<file path="config.mk">
export PLATFORM = sky130hd
export DESIGN_NAME = gray_ptr_sync
export DESIGN_NICKNAME = d
export VERILOG_FILES = /design/src/rtl/fifo_cdc_pkg.sv /design/src/rtl/cdc_sync_chain.sv /design/src/rtl/gray_ptr_sync.sv
export SDC_FILE = /design/constraint.sdc
export NUM_CORES = 1
export LEC_CHECK = 0
export CORE_AREA = 2 2 39 41
export DETAILED_ROUTE_END_ITERATION = 16
export DIE_AREA = 0 0 41 43
export PLACE_DENSITY_LB_ADDON = 0.12
export SETUP_SLACK_MARGIN = 0.4
export SLEW_MARGIN = 20
export SYNTH_ARGS = -nofsm -noshare
export SYNTH_HDL_FRONTEND = slang
export SYNTH_SLANG_ARGS = --single-unit
</file>
<file path="constraint.sdc">
create_clock -name clk -period 0.91 [get_ports clk]
set_input_delay 0.1365 -clock clk [delete_from_list [all_inputs] [get_ports clk]]
set_output_delay 0.1365 -clock clk [all_outputs]
set_load 0.01 [all_outputs]
</file>
<file path="src/rtl/fifo_cdc_pkg.sv">
// Async FIFO CDC constants and Gray/binary helpers; combinational, no backpressure.
// Helpers work on a 32-bit zero-extended word, so callers cast to their pointer width.
package fifo_cdc_pkg;

  localparam int PTR_W       = 4;
  localparam int SYNC_STAGES = 2;
  localparam int FN_W        = 32;

  function automatic logic [FN_W-1:0] bin2gray(input logic [FN_W-1:0] b);
    return b ^ (b >> 1);
  endfunction

  // Zero-extended upper bits contribute nothing to the running XOR.
  function automatic logic [FN_W-1:0] gray2bin(input logic [FN_W-1:0] g);
    logic [FN_W-1:0] b;
    b = '0;
    b[FN_W-1] = g[FN_W-1];
    for (int i = FN_W - 2; i >= 0; i--) begin
      b[i] = b[i+1] ^ g[i];
    end
    return b;
  endfunction

endpackage

</file>
<file path="src/rtl/cdc_sync_chain.sv">
// Multi-flop synchronizer, STAGES cycles latency, sync active-low clear; no backpressure.
// Stage 0 samples din; dout is the last stage.
module cdc_sync_chain #(
  parameter int WIDTH  = 4,
  parameter int STAGES = 2
) (
  input  logic             clk,
  input  logic             rst,
  input  logic [WIDTH-1:0] din,
  output logic [WIDTH-1:0] dout
);

  (* ASYNC_REG = "TRUE", dont_retime = "true", shreg_extract = "no" *)
  logic [WIDTH-1:0] sync_q [STAGES];
  logic [WIDTH-1:0] sync_d [STAGES];

  always_comb begin
    sync_d[0] = din;
    for (int k = 1; k < STAGES; k++) begin
      sync_d[k] = sync_q[k-1];
    end
  end

  always_ff @(posedge clk) begin
    if (!rst) begin
      sync_q <= '{default: '0};
    end else begin
      sync_q <= sync_d;
    end
  end

  assign dout = sync_q[STAGES-1];

endmodule

</file>
<file path="src/rtl/gray_ptr_sync.sv">
// Pointer CDC: bin->Gray (0 cycles), SYNC_STAGES-flop sync, Gray->bin (0 cycles after sync).
// No handshake or backpressure; the source must step bin_in by at most one per cycle.
module gray_ptr_sync
  import fifo_cdc_pkg::*;
#(
  parameter int WIDTH       = fifo_cdc_pkg::PTR_W,
  parameter int SYNC_STAGES = fifo_cdc_pkg::SYNC_STAGES
) (
  input  logic             clk,
  input  logic             rst,
  input  logic [WIDTH-1:0] bin_in,
  output logic [WIDTH-1:0] gray_out,
  output logic [WIDTH-1:0] gray_sync,
  output logic [WIDTH-1:0] bin_sync
);

  assign gray_out = WIDTH'(bin2gray(FN_W'(bin_in)));

  cdc_sync_chain #(
    .WIDTH  (WIDTH),
    .STAGES (SYNC_STAGES)
  ) u_sync (
    .clk  (clk),
    .rst  (rst),
    .din  (gray_out),
    .dout (gray_sync)
  );

  assign bin_sync = WIDTH'(gray2bin(FN_W'(gray_sync)));

endmodule

</file>
==> After elaboration in Yosys (flattened, before gate mapping) <==
Cells that the tools add are included.
{ "totals": {"ff_bits": 8, "latchBits": 0, "ramBits": 0, "mem_bits_ro": 0, "word_cells": 6, "mem_count": 0} }
{ "classes": {"n_addsub": 0, "n_mul": 0, "n_div": 0, "n_lt_le_gt_ge": 0, "eq_ne": 0, "shifts": 0, "mux": 0, "bitwise": 4, "n_reduce_logical": 0} }
{ "ops": {"columns": ["cell", "count"], "rows": [
  ["$xor A4 B3 Y4", 1],
  ["$xor A1 B1 Y1", 3]
]} }

==> Longest topological paths before layout <==
{ "logic_depth": {"ltp_word": 3, "depth_mapped": 2, "mapped_depth_nobuf": 2} }

==> Hierarchy <==
A second synthesis with hierarchy kept.
{ "hier_totals": {"cells_unflattened": 29, "area_unflattened_um2": 324.1} }
{ "by_module_without_submodules": {"columns": ["mod", "instances", "cells_per_inst", "area_per_inst_um2"], "rows": [
  ["cdc_sync_chain", 1, 20, 240.2],
  ["gray_ptr_sync", 1, 9, 83.8]
]} }

==> Worst setup path before layout <==
Ideal clock, no wire load.
{ "synth_timing": {"path_type": "flip-flop to output port", "start": "register u_sync.sync_q, in the netlist u_sync.dout[3]", "end": "output port bin_sync[1]", "arrival_ns": 0.888, "required_ns": 0.774, "slack_ns": -0.114, "stages_incl_launch_ff": 3, "path_cell_list": "dfxtp_1 xor2_2 xor2_1"} }
{ "synth_between": {"elab_chain_len": 2} }
{ "synth_rtl": {"columns": ["element", "line_no", "source"], "rows": [
  ["start, declared", "cdc_sync_chain.sv:14", "logic [WIDTH-1:0] sync_q [STAGES];"],
  ["start signal, assigned", "cdc_sync_chain.sv:28", "sync_q <= sync_d;"],
  ["$xor A1 B1 Y1", "fifo_cdc_pkg.sv:19", "b[i] = b[i+1] ^ g[i];"],
  ["net bin_sync[2]", "gray_ptr_sync.sv:14", "output logic [WIDTH-1:0] bin_sync"],
  ["$xor A1 B1 Y1", "fifo_cdc_pkg.sv:19", null],
  ["end, declared", "gray_ptr_sync.sv:14", null]
]} }
The timed path passes the listed nets, and every way through them passes these cells.

==> Worst setup path after layout <==
{ "layout_timing": {"start": "register u_sync.sync_q, in the netlist u_sync.dout[3]", "end": "output port bin_sync[1]"} }
{ "layout_between": {"elab_chain_len": 2} }
{ "layout_rtl": {"columns": ["element", "line_no"], "rows": [
  ["$xor A1 B1 Y1 (2 in a row)", "fifo_cdc_pkg.sv:19"]
]} }
Every way passes these cells.

==> summary.log <==
[run_status] run status finished with violations
[run_status] violations in the final reports setup timing
[clock_network] CTS tree built
[power] power per standard cell area 1350 mW/mm^2
[sta] Fin. Hold Viols 0
[global_route] aggregate global-route resource usage 8.81%
[power] post-layout power 952 uW
[sta] max-slew violations 0
[clock_network] Skew-Pair Late Insertion Delay 250 ps
[sta] Total Neg Setup Slack -1600 ps
[power] P_leak 0.000318 uW
[final_layout] leading cell types in the layout, fill and taps excluded sky130_fd_sc_hd__buf_6, sky130_fd_sc_hd__and2_1
[hold_path] path category of the worst min-delay check in -> reg
[setup_path] family with the most delay on the worst path flip-flops
[setup_path] arrival time at the worst endpoint 1210 ps
[die] die width 41 um
[clock_network] total clock buffers created by CTS 3
[sta] headroom to the max-slew limit 87.3%
[sta] Finish-stage setup viols 7
[synthesis] number of synthesis warnings 0
[drt] Avg WL per Cell 8.55 um
[synthesis] Gate Count Post-Synth 29
[drt] first-pass iteration count of the detailed router 1
[global_route] vias in the first global route 265
[sta] setup clock skew after layout 0.0890 ps
[die] DIE AREA 0.00176 sq mm
[setup_path] Worst path max stage delay 360 ps
[clock_network] CTS sink cnt 8
[setup_path] Crit Path Category reg -> out
[placement] placed instance count 62
[setup_path] launching element type of the critical path register
[drt] Vias per Instance 3.92
[setup_path] cell at the slowest stage of the critical path sky130_fd_sc_hd__dfxtp_4
[sta] final clock period utilization by the worst path 148%
[sta] transition time of the tightest slew-check pin 190 ps
[final_layout] nets 62
[global_route] number of antenna violations at the first check in global routing 0
[drt] count of nets left with antenna violations after detail routing 0
[global_route] largest net degree at the start of global routing 9
[placement] count of buffers inserted at the top-level ports 17
[placement] final weighted congestion in routability-driven placement 0.591
[final_layout] end-of-flow core utilization 51.0%
[final_layout] layout overhead on the synthesized area 118%
[final_layout] final standard cell count with taps included and fillers excluded 71
[sta] crit path setup slack, layout -434 ps
[drt] residual DRC count 0
[clock_network] level count of the clock H-tree 1
[global_route] global-route wire length before repair 959 um
[setup_path] Worst Path Buf+Inv 2
[final_layout] diode count 0
[die] area of the placeable core 0.00138 sq mm
[global_route] residual overflow from global routing 0
[synthesis] sequential share of the synthesized area 49.4%
[synthesis] number of unique standard cell types used by synthesis 6
[sta] min Tclk post-route 1340 ps
[synthesis] Syn Area/Cell 11.2 sq um
[final_layout] fraction of layout instances using a drive strength above 1 74.5%
[drt] First DRT Iteration DRCs 0
[placement] worst setup slack before clock tree synthesis -684 ps
[setup_path] cell-by-cell trace of the critical path xor2_4, buf_6, xor2_2, buf_2
[die] starting density of the core 23.4%
[drt] vias after detailed routing 278
[job] maxcap violations 0
[final_layout] most common library cell in the layout ignoring fill and taps sky130_fd_sc_hd__buf_6
[sta] RSZ-0062 raised after global routing true
[clock_network] CTS root buffer sky130_fd_sc_hd__clkbuf_4
[synthesis] cell area after technology mapping 324 sq um
[clock_network] maximum clock insertion buffer count 2
[synthesis] number of nets produced by synthesis 35
[sta] maximum clock frequency 0.744 GHz
[synthesis] flip-flop and latch count after synthesis 8
[drt] final WL 607 um
[die] Top-Level Pins 18
[setup_path] nature of the critical path endpoint output pin
[die] die height 43 um
[setup_path] required time at the endpoint of the critical path 770 ps
[die] Cell Rows 14
[power] maximum vdd drop 0.000732 V
[setup_path] Max FO, Critical Path 3
[clock_network] Worst-path clk slew 60 ps
-- cell usage after synthesis (all sizes together) --
master,number,area (sq um)
buf,6,45.0
and2,8,50.1
xor2,5,51.3
dfxtp,8,160
xnor2,2,17.5
-- area by class of cell --
cell class / instances / area, sq um
fill: 131 / 678
multi-input combinational: 15 / 209
clock buffer: 4 / 26.3
timing repair buffer: 28 / 280
sequential: 8 / 170
tap: 16 / 20.0
-- worst paths after layout --
check	startpoint	end	slack, ps	depth (start not counted)
max	u_sync.dout[3]$_SDFF_PN0_	bin_sync[1]	-430	4
min	bin_in[3]	u_sync.sync_q[7]$_SDFF_PN0_	120	2
max reg2reg	u_sync.sync_q[4]$_SDFF_PN0_	u_sync.dout[0]$_SDFF_PN0_	390	1
min reg2reg	u_sync.sync_q[5]$_SDFF_PN0_	u_sync.dout[1]$_SDFF_PN0_	420	1
-- per-stage QoR --
| step | area, sq um | hold slack [ps] |
|---|---|---|
| after floorplan | 428 | 258 |
| after global placement | 607 | 409 |
| after detailed placement | 607 | 413 |
| after CTS | 667 | 105 |
| after global routing | 706 | 126 |
| final | 706 | 123 |
-- per-layer routing --
metal,track usage [%],up-vias,wire (um),share of wire (%)
met5,0,-,0,0
met4,10.0,0,8,1.3
met3,3.66,2,95,16
met2,14.1,18,353,58
met1,6.60,129,149,25
li1,-,129,-,-
-- power breakdown --
group / switching [uW] / total [uW] / internal (uW)
Clock: 119 / 287 / 168
Combinational: 103 / 280 / 177
Sequential: 13.6 / 384 / 371
Total: 236 / 952 / 715
-- cells by family (layout without fill, tap and decap cells) --
logic type / count (synthesis) / after routing / synth area share [%]
xor gates and xnor gates: 7 / 7 / 21.2
buffers and inverters: 6 / 32 / 13.9
DFF: 8 / 8 / 49.4
and+or+nand+nor: 8 / 8 / 15.4
-- state kept, by name, indices dropped and copies added, names as in the netlist --
name           count
u_sync.sync_q      4
u_sync.dout        4
-- repair_timing --
| action | CTS | global route |
|---|---|---|
| hold buffers | 0 | 0 |
| pin swaps | 3 | 4 |
| hold endpoints to repair | 0 | 0 |
| setup buffers | 3 | 2 |
| setup endpoints to repair | 20 | 16 |
| resized for setup | 79 | 9 |
Power figures use the tool's default switching activity.
